--- src/rtl/img_frame_rx.sv ---
// img_frame_rx: parses a framed RGB444 image arriving byte-by-byte from a UART.
// Frame layout: HDR0 HDR1, then W*H byte pairs (hi,lo) forming 12-bit pixels,
// then one checksum byte equal to the 8-bit sum of all pixel bytes.
// Byte interface: i_rx_done is a one-cycle "byte valid" strobe qualifying
// i_rx_data. There is no ready/backpressure; every strobed byte is consumed.
// Output strobes (o_pix_valid, o_check_valid, o_frame_done, o_err) are
// registered and exactly one clock wide.
module img_frame_rx #(
  parameter int          W           = 200,
  parameter int          H           = 150,
  parameter logic [7:0]  HDR0        = 8'hAA,
  parameter logic [7:0]  HDR1        = 8'h55,
  parameter int          TIMEOUT_CYC = 50_000_000
) (
  input  logic        i_clk_sys,
  input  logic        i_rst_n,
  input  logic [7:0]  i_rx_data,
  input  logic        i_rx_done,
  input  logic        i_enable,
  output logic [11:0] o_pix,
  output logic [14:0] o_pix_addr,
  output logic        o_pix_valid,
  output logic        o_receiving,
  output logic [7:0]  o_check_code,
  output logic        o_check_valid,
  output logic        o_frame_done,
  output logic        o_err,
  output logic [3:0]  o_rcv_state
);

  localparam int ADDR_W = 15;
  localparam int CNT_W  = (TIMEOUT_CYC > 2) ? $clog2(TIMEOUT_CYC) : 1;
  localparam logic [ADDR_W-1:0] LAST_ADDR = ADDR_W'(W * H - 1);
  localparam logic [CNT_W-1:0]  TO_LAST   = CNT_W'(TIMEOUT_CYC - 1);

  typedef enum logic [3:0] {
    S_IDLE   = 4'd0,
    S_HDR    = 4'd1,
    S_PIX_HI = 4'd2,
    S_PIX_LO = 4'd3,
    S_CHK    = 4'd4,
    S_ERR    = 4'd6
  } state_t;

  state_t             r_state;
  logic [ADDR_W-1:0]  r_addr;
  logic [7:0]         r_sum;
  logic [3:0]         r_hi_nib;
  logic [CNT_W-1:0]   r_idle_cnt;
  logic               w_timeout;

  assign w_timeout   = (r_idle_cnt == TO_LAST);
  assign o_receiving = (r_state == S_PIX_HI) || (r_state == S_PIX_LO) || (r_state == S_CHK);
  assign o_rcv_state = r_state;

  // Idle-gap counter: restarts on every byte, parked at zero when no frame is open.
  always_ff @(posedge i_clk_sys or negedge i_rst_n) begin
    if (!i_rst_n) begin
      r_idle_cnt <= '0;
    end else if (i_rx_done || (r_state == S_IDLE) || (r_state == S_ERR)) begin
      r_idle_cnt <= '0;
    end else if (!w_timeout) begin
      r_idle_cnt <= r_idle_cnt + CNT_W'(1);
    end
  end

  // Frame FSM with registered pixel/checksum outputs and single-cycle strobes.
  // Priority: enable drop, then a received byte, then timeout.
  always_ff @(posedge i_clk_sys or negedge i_rst_n) begin
    if (!i_rst_n) begin
      r_state       <= S_IDLE;
      r_addr        <= '0;
      r_sum         <= '0;
      r_hi_nib      <= '0;
      o_pix         <= '0;
      o_pix_addr    <= '0;
      o_pix_valid   <= 1'b0;
      o_check_code  <= '0;
      o_check_valid <= 1'b0;
      o_frame_done  <= 1'b0;
      o_err         <= 1'b0;
    end else begin
      o_pix_valid   <= 1'b0;
      o_check_valid <= 1'b0;
      o_frame_done  <= 1'b0;
      o_err         <= 1'b0;
      if (!i_enable && (r_state != S_IDLE)) begin
        r_state <= S_IDLE;
      end else begin
        case (r_state)
          S_IDLE: begin
            if (i_enable && i_rx_done && (i_rx_data == HDR0)) begin
              r_state <= S_HDR;
            end
          end
          S_HDR: begin
            if (i_rx_done) begin
              if (i_rx_data == HDR1) begin
                r_addr  <= '0;
                r_sum   <= '0;
                r_state <= S_PIX_HI;
              end else if (i_rx_data != HDR0) begin
                r_state <= S_IDLE;
              end
            end else if (w_timeout) begin
              o_err   <= 1'b1;
              r_state <= S_ERR;
            end
          end
          S_PIX_HI: begin
            if (i_rx_done) begin
              r_hi_nib <= i_rx_data[3:0];
              r_sum    <= r_sum + i_rx_data;
              r_state  <= S_PIX_LO;
            end else if (w_timeout) begin
              o_err   <= 1'b1;
              r_state <= S_ERR;
            end
          end
          S_PIX_LO: begin
            if (i_rx_done) begin
              r_sum       <= r_sum + i_rx_data;
              o_pix       <= {r_hi_nib, i_rx_data};
              o_pix_addr  <= r_addr;
              o_pix_valid <= 1'b1;
              if (r_addr == LAST_ADDR) begin
                r_state <= S_CHK;
              end else begin
                r_addr  <= r_addr + ADDR_W'(1);
                r_state <= S_PIX_HI;
              end
            end else if (w_timeout) begin
              o_err   <= 1'b1;
              r_state <= S_ERR;
            end
          end
          S_CHK: begin
            if (i_rx_done) begin
              o_check_code  <= r_sum;
              o_check_valid <= 1'b1;
              if (i_rx_data == r_sum) begin
                o_frame_done <= 1'b1;
              end else begin
                o_err <= 1'b1;
              end
              r_state <= S_IDLE;
            end else if (w_timeout) begin
              o_err   <= 1'b1;
              r_state <= S_ERR;
            end
          end
          S_ERR: begin
            r_state <= S_IDLE;
          end
          default: begin
            r_state <= S_IDLE;
          end
        endcase
      end
    end
  end

endmodule

--- config.mk ---
export PLATFORM = sky130hd
export DESIGN_NAME = img_frame_rx
export DESIGN_NICKNAME = d
export VERILOG_FILES = /design/src/rtl/img_frame_rx.sv
export SDC_FILE = /design/constraint.sdc
export NUM_CORES = 1
export LEC_CHECK = 0
export ABC_CLOCK_PERIOD_IN_PS = 2250
export BUFFER_PORTS_ARGS = -buffer_cell sky130_fd_sc_hd__buf_4
export CAP_MARGIN = 30
export CORE_MARGIN = 3
export CORE_UTILIZATION = 38
export DETAILED_ROUTE_END_ITERATION = 6
export PLACE_DENSITY = 0.53
export SLEW_MARGIN = 30
export SYNTH_ARGS = -nofsm -noshare
export SYNTH_HDL_FRONTEND = slang
export SYNTH_SLANG_ARGS = --single-unit
--- constraint.sdc ---
create_clock -name i_clk_sys -period 2.25 [get_ports i_clk_sys]
set_input_delay 0.45 -clock i_clk_sys [delete_from_list [all_inputs] [get_ports i_clk_sys]]
set_output_delay 0.45 -clock i_clk_sys [all_outputs]
set_load 0.03 [all_outputs]
After elaboration in Yosys (flattened, before gate mapping)
Index checks and enable logic that the tools add are counted.

cells by class
  reductions and logical operators = 20
  add/sub/neg operators = 3
  equality and inequality tests = 19
  mux-type cells = 37
  bitwise logic cells = 1

operator list
  kind                                           count
  2-to-1 mux 15 bit                              4
  2-to-1 mux 26 bit                              2
  2-to-1 mux 4 bit                               9
  case mux 15 bit (2 select lines)               1
  adder 26 x 1 -> 26 bit, second input constant  1
  == test 26 bit, second input constant          1
  2-to-1 mux 8 bit                               3
  case mux 4 bit (5 select lines)                1
  case mux 8 bit (2 select lines)                1
  adder 15 x 1 -> 15 bit, second input constant  1
  == test 15 bit, second input constant          1
  2-to-1 mux 1 bit                               14
  AND reduction 3 bit                            3
  adder 8 bit                                    1
  == test 4 x 2 -> 1 bit, second input constant  2
  == test 4 x 3 -> 1 bit, second input constant  2
  == test 8 x 7 -> 1 bit, second input constant  1
  == test 8 bit                                  1
  == test 8 bit, second input constant           1
  != test 2 bit, second input constant           4
  != test 8 bit, second input constant           1
  AND reduction 6 bit                            1
  != test 5 bit, second input constant           1
  AND reduction 5 bit                            1
  other kinds (15)                               22

word-level totals
  bits in registers = 96

Depth between registers and ports, before layout
  depth in word-level cells = 6
  mapped depth = 9
  gate-level depth less buffers = 9

Least setup slack after synthesis
No wires, ideal clock.

  path type = register to register
  start = register r_state[1] (netlist: o_rcv_state[1])
  end = register r_addr[4]
  setup time = 66 ps
  required time = 2184 ps
  period minus slack after synthesis = 2172 ps
  arrival = 2106 ps
  cell stages (with the launch flop) = 8
  slack = 78 ps
  cell sequence = dfrtp_1 clkbuf_1 nor3_1 a21boi_1 or2_2 a21o_1 or4_1 nand2_1

on the way
  cells in the longest elaborated chain, start to end = 4
  elaborated cells on any way between the ends = 12
  those cells by class = eq/ne: 6; mux: 1; bitwise: 1; reduce/logical: 4

RTL lines
  what                                                         RTL line  text
  start: declaration                                           45        state_t r_state;
  start signal: assignment                                     71        r_state <= S_IDLE;
  start signal: assignment                                     88        r_state <= S_IDLE;
  start signal: assignment                                     93        r_state <= S_HDR;
  branches (longest 4 deep; another with AND reduction 6 bit)  --
  end signal: assignment                                       129       r_addr <= r_addr + ADDR_W'(1);
  end: declaration                                             46        logic [ADDR_W-1:0] r_addr;

Parallel ways; which one is timed is not known.
A chain may end at the register's enable or synchronous reset.

Final worst setup path
  start = register r_idle_cnt[3]
  end = register r_idle_cnt[25]

on the way
  cells in the longest elaborated chain, start to end = 3
  elaborated cells on any way between the ends = 5
  those cells by class = add/sub: 1; eq/ne: 2; mux: 2

RTL lines
  what                      RTL line  text
  start: declaration        49        logic [CNT_W-1:0] r_idle_cnt;
  start signal: assignment  63        r_idle_cnt <= r_idle_cnt + CNT_W'(1);
  adder 26 x 1 -> 26 bit    63
  2-to-1 mux 26 bit         62        end else if (!w_timeout) begin
  2-to-1 mux 26 bit         60        end else if (i_rx_done || (r_state == S_IDLE) || (r_state == S_ERR)) begin

Several ways; a longest one is shown, not always the timed one. The select of a mux whose other input is x is not followed.

==> out/metrics.csv <==
stage,metric,value,unit
cts,CTS buffer count,9,
die,height of the die,117,um
setup_path,Critical path origin,r_idle_cnt[3],
sta,Achievable Freq,0.472,GHz
logic_synthesis,Syn. warnings,0,
route,met2 WL,5100,um
setup_path,critical path launch point type,flop,
place,port bufs,55,
setup_path,crit path capture type,flop,
route,First-pass DRT Iterations,4,
global_route,pin count of the biggest net entering global routing,44,
route,drt drc,0,
final_layout,"commonest cells after routing, fill and taps aside","dfrtp_1 (96), buf_4 (89), nor2_1 (46)",
global_route,Total GRT Usage,0.170,
route,Detailed Route Iter0 Violations,183,
logic_synthesis,Netlist cell types,54,
final_layout,"commonest non-fill, non-tap cell in the layout",dfrtp_1,
sta,setup violators final,0,
setup_path,r2r startpoint,r_idle_cnt[3],
power,Net Switching,1.64,mW
setup_path,critical path arrival,2.39,ns
setup_path,reg2reg end,r_idle_cnt[25],
sta,post-layout min period,2.12,ns
route,Total Routed Length,10900,um
logic_synthesis,Post-Syn Area,4660,sq um
logic_synthesis,Synth Instances,443,
cts,Post-CTS Setup Bufs,0,
sta,period utilization,0.942,
die,Die ar.,13600,sq um
route,routed len/inst,16.0,um
route,met3 routed WL,501,um
power,leakage,2.76,nW
global_route,initial antenna violation count,0,
setup_path,cells on worst reg2reg path,5,
min_path,HP Class,primary input to async pin,
place,Area after DPL,5500,sq um
final_layout,filler instances,1099,
sta,skew final,0.00575,ns
logic_synthesis,Post-synth EDFFs,0,
route,DR top layer,met4,
logic_synthesis,number of synthesized register bits,96,
place,HPWL after DPL,7770,um
final_layout,layout cell share with drive strength beyond 1,0.291,
final_layout,post-route cell area,5830,sq um
cts,TritonCTS clock tree,built,
power,P_int,3.56,mW
global_route,vias in the first global route,3514,
power,Switching Fraction,0.315,
logic_synthesis,"Primary FF master, synth",dfrtp_1,
sta,Slew HR,0.632,
status,outcome,"finished, final reports clean",
die,# IOs,56,
setup_path,Worst Setup Path Type,flop to flop,
sta,RSZ-0062 raised after global routing,no,
cts,worst-skew pair later-pin latency,0.35,ns
power,power share of the sequential group,0.412,
sta,Worst Tran Pin Value,0.552,ns
die,Die W,117,um
global_route,global route overflow,0,
cts,CTS sink count,96,
die,core area,11700,sq um
sta,Hold Fails Final Rpt,0,
final_layout,Diodes inserted,0,
job,max cap viols,0,
sta,hold_ws,0.0807,ns
cts,post-cts hold buffer count,0,
power,clock network power share,0.317,
cts,H-tree levels,3,
logic_synthesis,ys async rst share,1.00,
cts,root buf cell,clkbuf_16,
power,power per cell area,890,nW/um^2
cts,CTS max path bufs,2,
route,DRT met1 WL,5150,um
final_layout,nets@finish,553,
route,antenna-violating nets left,0,
logic_synthesis,sequential share of the synthesized area,0.515,
logic_synthesis,syn_area_per_cell,10.5,sq um
setup_path,R2R setup slack,0.13,ns
die,initial core utilization,0.398,
final_layout,Final Util,0.498,
route,Via density,5.24,
global_route,first-pass GRT wire length,18000,um
route,Vias,3559,
power,Worst VDD drop,0.426,mV
die,placement row count,39,
power,Logic pwr share,0.271,
place,final estimated routing congestion in global placement,0.838,
sta,"Slew Viols, Final",0,
setup_path,Worst EP required,2.52,ns
setup_path,critical-path maximum fanout,5,
final_layout,area delta synth->final,25.1,%
logic_synthesis,"Net Count, Synth",465,
cts,clk slew on worst S/H paths,0.06,ns
==> timing repair <==
action / in CTS / in global routing
endpoints found under the hold margin: 0 / 0
resized for setup: 0 / 4
endpoints found under the setup margin: 0 / 5
==> per-layer routing <==
| layer | up-vias | global-route usage |
|---|---|---|
| met2 | 63 | 0.265 |
| li1 | 1745 | - |
| met3 | 8 | 0.0530 |
| met5 | - | 0 |
| met4 | 0 | 0.0451 |
| met1 | 1743 | 0.231 |
==> synthesized netlist by cell type, types with 3 or more instances <==
library cell / count / area [sq um]
o21ai_0: 23 / 115
ha_1: 9 / 113
and3_1: 7 / 43.8
nand4b_1: 3 / 26.3
a21oi_1: 17 / 85.1
nor4_1: 6 / 37.5
dfrtp_1: 96 / 2400
nand3_1: 12 / 60.1
and2_1: 3 / 18.8
or3_1: 5 / 31.3
a22o_1: 3 / 26.3
nand4_1: 14 / 87.6
nor3_1: 9 / 45.0
clkbuf_1: 12 / 45.0
xnor2_1: 12 / 105
nor2b_1: 4 / 25.0
nor2_1: 47 / 176
mux2_2: 37 / 417
xor2_1: 21 / 184
nand2_1: 39 / 146
or3_2: 5 / 37.5
inv_1: 13 / 48.8
nand2b_1: 5 / 31.3
nor4b_1: 3 / 26.3
==> worst max path at each step <==
stage	endpoint	slack [ns]	cells after the start
3_3_place_gp	r_addr[4]	-0.13	7
3_5_place_dp	r_addr[14]	-0.20	9
2_1_floorplan	r_addr[4]	0.08	7
5_1_grt	r_idle_cnt[25]	0.003	5
6_report	r_idle_cnt[25]	0.13	5
4_1_cts	o_rcv_state[0]	0.09	6
==> critical path, cell delays in order (launching register included) <==
cell	delay [ns]
dfrtp_1	0.40
nand4_1	0.19
or4_1	0.61
or3_4	0.38
or3_1	0.31
a21oi_1	0.15
==> flip-flops by register name (all words and copies together) (netlist names) <==
signal,flops
o_err,1
o_rcv_state,4
r_idle_cnt,26
o_pix_valid,1
r_hi_nib,4
o_pix,12
o_pix_addr,15
r_addr,15
o_check_code,8
o_frame_done,1
r_sum,8
o_check_valid,1
==> area by class of cell <==
type / count / area, sq um / area share
clock inverter: 6 / 82.6 / 0.0142
sequential: 96 / 2400 / 0.412
timing repair buffer: 91 / 708 / 0.121
clock buffer: 10 / 239 / 0.0410
multi-input combinational: 320 / 2170 / 0.372
tap: 143 / 179 / 0.0307
inverter: 13 / 48.8 / 0.00837
==> power by group through the flow <==
stage                     sequential [mW]  clock (mW)  combinational (mW)
after floorplan                      2.36           0               0.705
after global placement               2.16           0                1.38
after detailed placement             2.17           0                1.40
after CTS                            2.14        1.70                1.42
after global routing                 2.17        1.78                1.56
final                                2.14        1.65                1.41
==> logic make-up (layout without fill, tap and decap cells) <==
group,count (synthesis),count (layout),synth area share
AOI/OAI and AO/OA,62,62,0.0816
xor gates and xnor gates,33,33,0.0620
adders and majority gates,10,10,0.0284
buffers and inverters,27,120,0.0223
DFF,96,96,0.515
muxes,39,39,0.0936
other,1,1,0.000804
and+or+nand+nor,175,175,0.196
==> stage by stage <==
stage | setup TNS [ns] | std cells | worst slack [ns] | power, mW
finish | 0 | 679 | 0.130 | 5.19
global route | 0 | 679 | 0.00299 | 5.51
floorplan | 0 | 443 | 0.0785 | 3.06
CTS | 0 | 679 | 0.0862 | 5.26
detailed placement | -1.89 | 663 | -0.200 | 3.58
global placement | -0.706 | 663 | -0.131 | 3.55
No activity file was read; power rests on OpenSTA's default activity.
